## src/rtl/csl_addsub_seq_pkg.sv

```systemverilog
// Shared definitions for the sequenced carry-select adder/subtractor:
// FSM state encoding and operation mode constants.
package csl_addsub_seq_pkg;

    typedef enum logic [1:0] {
        IDLE = 2'd0,
        BUSY = 2'd1,
        DONE = 2'd2
    } state_t;

    localparam logic ADD = 1'b0;
    localparam logic SUB = 1'b1;

endpackage

```

## src/rtl/csl_chunk.sv

```systemverilog
// CHUNK-bit carry-select block: two ripple adders (carry-in 0 and 1) run in
// parallel and the real carry-in picks one sum/carry pair.
module csl_chunk #(
    parameter int CHUNK = 4
) (
    input  logic [CHUNK-1:0] x,
    input  logic [CHUNK-1:0] y,
    input  logic             cin,
    output logic [CHUNK-1:0] sum,
    output logic             cout
);

    logic [CHUNK-1:0] s0, s1;
    logic             c0, c1;

    always_comb begin
        s0 = '0;
        s1 = '0;
        c0 = 1'b0;
        c1 = 1'b1;
        for (int i = 0; i < CHUNK; i++) begin
            s0[i] = x[i] ^ y[i] ^ c0;
            c0    = (x[i] & y[i]) | (c0 & (x[i] ^ y[i]));
            s1[i] = x[i] ^ y[i] ^ c1;
            c1    = (x[i] & y[i]) | (c1 & (x[i] ^ y[i]));
        end
    end

    assign sum  = cin ? s1 : s0;
    assign cout = cin ? c1 : c0;

endmodule

```

## src/rtl/csl_addsub_seq.sv

```systemverilog
// Multi-cycle W-bit adder/subtractor: one CHUNK-bit carry-select slice per
// cycle, LSB chunk first, with valid/ready request and response ports.
module csl_addsub_seq
    import csl_addsub_seq_pkg::*;
#(
    parameter int W     = 16,
    parameter int CHUNK = 4
) (
    input  logic         clk,
    input  logic         rst,
    input  logic         in_valid,
    output logic         in_ready,
    input  logic [W-1:0] a,
    input  logic [W-1:0] b,
    input  logic         sub,
    output logic         out_valid,
    input  logic         out_ready,
    output logic [W-1:0] result,
    output logic         cout,
    output logic         ovf
);

    localparam int NCHUNK = W / CHUNK;
    localparam int CW     = (NCHUNK > 1) ? $clog2(NCHUNK) : 1;
    localparam logic [CW-1:0] LAST = CW'(NCHUNK - 1);

    generate
        if (CHUNK < 1 || (W % CHUNK) != 0) begin : g_bad_params
            $error("csl_addsub_seq: W must be a positive multiple of CHUNK");
        end
    endgenerate

    state_t           state;
    logic [W-1:0]     a_r;
    logic [W-1:0]     b_r;
    logic [CW-1:0]    cnt;
    logic             carry;
    logic [CHUNK-1:0] x, y, s;
    logic             c;

    assign x = a_r[cnt*CHUNK +: CHUNK];
    assign y = b_r[cnt*CHUNK +: CHUNK];

    csl_chunk #(.CHUNK(CHUNK)) u_chunk (
        .x    (x),
        .y    (y),
        .cin  (carry),
        .sum  (s),
        .cout (c)
    );

    always_ff @(posedge clk) begin
        if (rst) begin
            state     <= IDLE;
            in_ready  <= 1'b1;
            out_valid <= 1'b0;
            result    <= '0;
            cout      <= 1'b0;
            ovf       <= 1'b0;
            cnt       <= '0;
            carry     <= 1'b0;
            a_r       <= '0;
            b_r       <= '0;
        end else begin
            case (state)
                IDLE: begin
                    if (in_valid) begin
                        // Subtraction is A + ~B + 1: invert B once here, feed the +1 as carry-in.
                        a_r      <= a;
                        b_r      <= (sub == ADD) ? b : ~b;
                        carry    <= (sub == SUB);
                        cnt      <= '0;
                        in_ready <= 1'b0;
                        state    <= BUSY;
                    end
                end
                BUSY: begin
                    result[cnt*CHUNK +: CHUNK] <= s;
                    carry <= c;
                    if (cnt == LAST) begin
                        // Top chunk's sum MSB is the result MSB, so overflow is known this edge.
                        cout      <= c;
                        ovf       <= (a_r[W-1] == b_r[W-1]) && (s[CHUNK-1] != a_r[W-1]);
                        out_valid <= 1'b1;
                        cnt       <= '0;
                        state     <= DONE;
                    end else begin
                        cnt <= cnt + CW'(1);
                    end
                end
                DONE: begin
                    if (out_ready) begin
                        out_valid <= 1'b0;
                        in_ready  <= 1'b1;
                        state     <= IDLE;
                    end
                end
                default: begin
                    out_valid <= 1'b0;
                    in_ready  <= 1'b1;
                    state     <= IDLE;
                end
            endcase
        end
    end

endmodule

```

## config.mk

```make
export PLATFORM = sky130hd
export DESIGN_NAME = csl_addsub_seq
export DESIGN_NICKNAME = d
export VERILOG_FILES = /design/src/rtl/csl_addsub_seq_pkg.sv /design/src/rtl/csl_chunk.sv /design/src/rtl/csl_addsub_seq.sv
export SDC_FILE = /design/constraint.sdc
export NUM_CORES = 1
export LEC_CHECK = 0
export ABC_AREA = 1
export CAP_MARGIN = 10
export CORE_UTILIZATION = 31
export CTS_BUF_LIST = sky130_fd_sc_hd__clkbuf_8
export DETAILED_ROUTE_END_ITERATION = 16
export MAX_ROUTING_LAYER = met4
export PLACE_DENSITY_LB_ADDON = 0.1
export SLEW_MARGIN = 0
export SYNTH_ARGS = -nofsm -noshare
export SYNTH_HDL_FRONTEND = slang
export SYNTH_SLANG_ARGS = --single-unit
export TNS_END_PERCENT = 50
```

## constraint.sdc

```tcl
create_clock -name clk -period 7.4 [get_ports clk]
set_input_delay 1.48 -clock clk [delete_from_list [all_inputs] [get_ports clk]]
set_output_delay 1.48 -clock clk [all_outputs]
set_load 0.01 [all_outputs]
```

## Word level (Yosys, flattened, before mapping)

Index checks and enable logic that the tools add are counted.

| word-level totals | value |
|---|---|
| bits in registers | 57 |
| latch bits | 0 |
| RAM bits | 0 |
| ROM bits | 0 |
| output and inout port bits | 20 |
| logic and storage cells | 83 |
| memories kept | 0 |

| operators by class | value |
|---|---|
| $add $sub $neg | 2 |
| $mul | 0 |
| div/mod/pow operators | 0 |
| order comparisons | 0 |
| eq/ne operators | 8 |
| shift-type cells | 4 |
| multiplexer cells | 19 |
| bitwise gates (word level) | 31 |
| reductions and logical operators | 9 |

Operators by type and width:

| operator | number |
|---|---|
| $neg 4->34 | 1 |
| $shift 4x34->16 const A | 1 |
| $shiftx 4x34->16 | 1 |
| $shiftx 16x5->4 | 2 |
| $bwmux 16 | 1 |
| $mux 16 | 1 |
| $not 16->16 | 1 |
| $and 1x1->1 | 10 |
| $mux 2 | 5 |
| $xor 1x1->1 | 10 |
| $reduce_and 3->1 | 3 |
| $or 1x1->1 | 7 |
| $mux 1 | 6 |
| $ne 2x2->1 const B | 3 |
| $pmux 1 s3 | 2 |
| $pmux 2 s3 | 1 |
| $reduce_and 2->1 | 3 |
| $eq 2x2->1 const B | 2 |
| $mux 4 | 1 |
| $pmux 2 s2 | 1 |
| $not 1->1 | 3 |
| $add 2x1->2 const B | 1 |
| $eq 2x1->1 const B | 1 |
| $logic_not 2->1 | 1 |
| other kinds (5) | 5 |

## Logic depth before layout (Yosys ltp)

| depth | value |
|---|---|
| depth in word-level cells | 11 |
| mapped depth | 16 |
| mapped depth without buffers | 14 |

## Modules after synthesis

From an unflattened synthesis, not the netlist that was laid out.

| second synthesis, totals | value |
|---|---|
| cell total of the unflattened synthesis | 408 |
| area total of the unflattened synthesis | 2862.7 sq um |

Modules (own cells, without submodules):

| module | times used | cells each | area each (sq um) | seq. area each (sq um) |
|---|---|---|---|---|
| csl_addsub_seq | 1 | 385 | 2708.8 | 1141.1 |
| csl_chunk | 1 | 23 | 153.9 | 0.0 |

## Least setup slack after synthesis

OpenSTA, ideal clock, no wires.

| timing | value |
|---|---|
| path type | register to register |
| from | reg cnt[0] |
| to | reg ovf |
| setup time | 0.115 ns |
| arrival | 2.974 ns |
| data required time | 7.285 ns |
| slack | 4.311 ns |
| cell stages (with the launch flop) | 17 |
| buffers on the path | 2 |
| period minus slack after synthesis | 3.089 ns |
| cell sequence | dfxtp_1 buf_2 inv_1 buf_2 nand2_1 nand3_1 and2_1 ha_1 nand2_1 o21ai_0 fa_1 fa_1 fa_1 nor2_1 nand2_1 o21ai_0 o21a_1 |

| between the ends | value |
|---|---|
| word-level cells in the longest chain between the ends | 11 |
| elaborated cells between the ends (all ways) | 25 |
| those cells by class | 2 x eq/ne; 2 x shift; 1 x mux; 18 x bitwise; 2 x reduce/logical |

Ends and longest elaborated chain:

| item | line | RTL |
|---|---|---|
| from (decl) | csl_addsub_seq.sv:36 | `logic [CW-1:0] cnt;` |
| from (signal assigned) | csl_addsub_seq.sv:88 | `cnt <= cnt + CW'(1);` |
| $shiftx 16x5->4, on equally long branches | csl_addsub_seq.sv:41, csl_addsub_seq.sv:42 |  |
| $and 1x1->1 / $xor 1x1->1 (equally long branches) | -- |  |
| $or 1x1->1 | csl_chunk.sv:25 | `c1 = (x[i] & y[i]) \| (c1 & (x[i] ^ y[i]));` |
| $and 1x1->1 | csl_chunk.sv:25 |  |
| $or 1x1->1 | csl_chunk.sv:25 |  |
| $and 1x1->1 | csl_chunk.sv:25 |  |
| $or 1x1->1 | csl_chunk.sv:25 |  |
| $xor 1x1->1 | csl_chunk.sv:24 | `s1[i] = x[i] ^ y[i] ^ c1;` |
| $mux 4 | csl_chunk.sv:29 | `assign sum = cin ? s1 : s0;` |
| $ne 1x1->1 | csl_addsub_seq.sv:83 | `ovf <= (a_r[W-1] == b_r[W-1]) && (s[CHUNK-1] != a_r[W-1]);` |
| $logic_and 1x1->1 | csl_addsub_seq.sv:83 |  |
| to (signal assigned) | csl_addsub_seq.sv:83 |  |
| to (decl) | csl_addsub_seq.sv:20 | `output logic ovf` |

Parallel ways exist; a longest one is shown, timed or not.
A chain may end at the register's enable or synchronous reset.

## Worst setup path after layout

| timing | value |
|---|---|
| from | reg cnt[0] |
| to | reg result[7] |

| between the ends | value |
|---|---|
| word-level cells in the longest chain between the ends | 11 |
| elaborated cells between the ends (all ways) | 30 |
| those cells by class | 1 x add/sub; 4 x shift; 2 x mux; 23 x bitwise |

Ends and longest elaborated chain:

| item | line | RTL |
|---|---|---|
| $shiftx 16x5->4, on equally long branches | csl_addsub_seq.sv:41, csl_addsub_seq.sv:42 |  |
| $and 1x1->1 / $xor 1x1->1 (equally long branches) | -- |  |
| $or 1x1->1 | csl_chunk.sv:25 |  |
| $and 1x1->1 | csl_chunk.sv:25 |  |
| $or 1x1->1 | csl_chunk.sv:25 |  |
| $and 1x1->1 | csl_chunk.sv:25 |  |
| $or 1x1->1 | csl_chunk.sv:25 |  |
| $xor 1x1->1 | csl_chunk.sv:24 |  |
| $mux 4 | csl_chunk.sv:29 |  |
| $shiftx 4x34->16 | csl_addsub_seq.sv:78 | `result[cnt*CHUNK +: CHUNK] <= s;` |
| $bwmux 16 * | csl_addsub_seq.sv:78 |  |
| to (signal, indexed assignment) | csl_addsub_seq.sv:78 |  |
| to (decl) | csl_addsub_seq.sv:18 | `output logic [W-1:0] result,` |

Mark *: on every way between the ends. The rest lies on a longest branch, timed or not.

==> metrics.md <==
| Metric | Value |
|---|---|
| Clk Latency, worst-skew pair | 0.34 ns |
| Die area | a little over 9000 µm² |
| Synth Area in Adders | 5.86% |
| DRC Markers | 0 |
| Critical path fanouts, max | 25 |
| Htree depth | 3 |
| DRT iter0 DRCs | 56 |
| Status | complete, no violations |
| Xor-xnor portion of the synthesized cell area | 5.13% |
| PnR Total Power | 0.704 mW |
| Cell depth of the worst flop-to-flop path | 14 |
| Number of max-cap violations | 0 |
| Syn nets | 422 |
| Post-DP HPWL | between 4000 and 5000 µm |
| Post-synthesis simple-gate area fraction | 25.8% |
| IO Count | 57 |
| Netlist cell types | 25 |
| Final instance area | 3490 µm² |
| Period utilisation layout | 52.9% |
| Mapped cell area | 2730 µm² |
| Avg Vias per Cell | 4.58 |
| First-pass DRT Iterations | 4 |
| Max_slew headroom | 38.3% |
| Core area | 8380 µm² |
| Kind of critical path | flop to flop |
| CTS tree | done |
| Flops & latches, synth | 57 |
| Avg Inst Size Synth | 7.31 µm² |
| Area Growth Syn to Fin | 27.7% |
| Pwr dens | 202 nW/µm² |
| Hold Crit Depth | 2 |
| First-pass GRT wire length | 10800 µm |
| Hold path startpoint | out_valid |
| Yosys top cell by area | dfxtp_1 |
| Post-CTS Hold Buffers | 0 |
| Clk_skew | 0.00700 ns |
| Final wirelength | between 6000 and 7000 µm |
| Synth Area in Compound Gates | 14.8% |
| Syn. warnings | 0 |
| Max Fclk | 255 MHz |
| Yosys top cell area share | roughly two fifths |
| Clock Sinks | 57 |
| Worst Tran Pin Value | 0.923 ns |
| Final Net Count | 471 |
| Largest net degree at the start of global routing | 38 |
| Total Neg Setup Slack | 0 ns |
| FF-to-FF Start | cnt[0] |
| WHS Endpoint | out_valid |
| Die span in y | 95.9 µm |
| Clock slew at reported path FFs | around 0.060 ns |
| CTS resizes | 0 |
| Antenna diodes | 0 |
| Row Count | 33 |
| Ys async rst share | 0% |
| Initial cell density of the core | roughly 33% |
| Cells after Synth | 374 |
| Vias in the first global route | 2398 |
| Post-synth EDFFs | 0 |
| Synth area leaders | dfxtp_1 (42%), nand2_1 (13%), nor2_1 (8.0%) |
| IO Port Bufs | 56 |
| Utilization after layout | between 40% and 50% |
| Final hold vios | 0 |
| RSZ-0062 raised after global routing | false |
| Gr usage total | 16.0% |
| Dpl ws | 3.51 ns |
| Hold slack final | 0.440 ns |
| Fin worst setup slack | 3.48 ns |
| Largest family of logic cells by synthesized area | simple AND/OR/NAND/NOR gates |
| Crit path launch type | flop |
| CP endpoint kind | flop |
| Minimum clock period | 3.92 ns |
| GPL Wtd Cong | approximately 0.73 |
| Most used DFF post-synth | dfxtp_1 |
| Initial antenna violation count | 0 |
| Clock tree buffer depth | 2 |
| R2R Path End | result[7] |
| Min-delay worst type | flop to flop |
| DIE WIDTH | between 90 and 100 µm |
| Max Slew Vio Count | 0 |
| Post-CTS Setup Repair Bufs | 0 |
| Placed cell areas | roughly 3300 µm² |
| Wire length per cell | roughly 12 µm |
| Gr ovfl total | 0 |
| Final Setup Violations | 0 |
| Seq/Total Area, Yosys | 41.7% |
| Placed cell count | 517 |
| Clock Root Buffer | clkbuf_8 |
| Cts bufs inserted | 9 |
| Post-route insts no fill | 530 |
| Critical Path AT | 4.18 ns |
| LEAKAGE | roughly 1.4 nW |
| Peak VDD IR | 65.9 µV |
| Mux cell area share after synthesis | 0% |
| WP data required | about 7.7 ns |
| Layout cells sized above 1 | 4.94% |
| Worst R2R Setup Slack | between 3 and 4 ns |
| Via count | ~2400 |
| Post-route ant nets | 0 |
==> kinds of logic after synthesis <==
group | count (synthesis)
buffers and inverters | 43
adders and majority gates | 11
AOI/OAI and AO/OA | 78
DFF | 57
and+or+nand+nor | 169
xor gates and xnor gates | 16
==> sequential cells by signal, indices dropped and copies added, names as in the netlist <==
signal     count
ovf            1
cout           1
a_r           16
out_valid      1
state          2
b_r           16
result        16
carry          1
cnt            2
in_ready       1
==> cell usage in the layout (no fill, tap or decap) <==
master / synthesis / routed
a21oi_1: 35 / 35
a31oi_1: 1 / 1
and2_1: 2 / 2
buf_4: 2 / 1
clkbuf_8: 0 / 10
clkdlybuf4s50_1: 0 / 56
clkinv_1: 1 / 1
clkinv_2: 0 / 1
dfxtp_1: 57 / 57
fa_1: 3 / 3
ha_1: 8 / 8
inv_1: 20 / 22
inv_2: 3 / 3
nand2_1: 92 / 92
nand2_4: 2 / 2
nand3_1: 9 / 9
nand3_4: 1 / 1
nand4_1: 1 / 1
nor2_1: 58 / 58
nor2_4: 3 / 3
nor3_1: 1 / 1
o21a_1: 2 / 2
o21ai_0: 34 / 34
o22ai_1: 6 / 6
xor2_1: 16 / 16
==> worst max-delay path: stages, from the launching register on <==
cell and delay [ns]:
dfxtp_1 0.75, inv_1 0.54, nand2_1 0.17, nand3_1 0.08
and2_1 0.17, ha_1 0.19, nand2_1 0.06, o21ai_0 0.10
fa_1 0.39, fa_1 0.42, fa_1 0.56, nand2_1 0.09
nor2_1 0.14, nand2_1 0.07, a21oi_1 0.11
==> layer usage <==
| metal | vias up | wire, µm | global-route usage, % |
|---|---|---|---|
| met5 | - | 0 | - |
| met1 | 1081 | 3100 | 19.4 |
| met4 | 0 | 84 | 6.34 |
| met3 | 9 | 268 | 4.74 |
| li1 | 1287 | - | - |
| met2 | 50 | 2830 | 24.9 |
==> cells in the mapped netlist, types with 3 or more instances <==
cell       n
a21oi_1   35
inv_1     20
inv_2      3
nand2_1   92
fa_1       3
dfxtp_1   57
xor2_1    16
nor2_4     3
buf_2     11
nor2_1    58
nand3_1    9
clkbuf_1   5
o21ai_0   34
ha_1       8
o22ai_1    6
==> cell type report <==
cell class | count | area, µm²
clock buffer | 10 | 138
tap | 105 | 131
fill | 888 | 4890
inverter | 24 | 90.1
clock inverter | 3 | 12.5
timing repair buffer | 57 | 568
sequential | 57 | 1140
multi-input combinational | 274 | 1410
==> report_power, final <==
group | switching [mW] | leakage, nW | internal [mW] | total, mW
logic | 0.0724 | 0.857 | 0.0571 | 0.129
clock network | 0.115 | 0.0865 | 0.122 | 0.236
registers | 0.0136 | 0.467 | 0.325 | 0.339
==> worst max-delay path by stage <==
stage                start         end
floorplan           cnt[0]         ovf
global placement    cnt[0]   result[7]
detailed placement  cnt[0]  result[15]
CTS                 cnt[0]   result[7]
global route        cnt[0]   result[7]
finish              cnt[0]   result[7]
(Power assumes the default switching activity.)
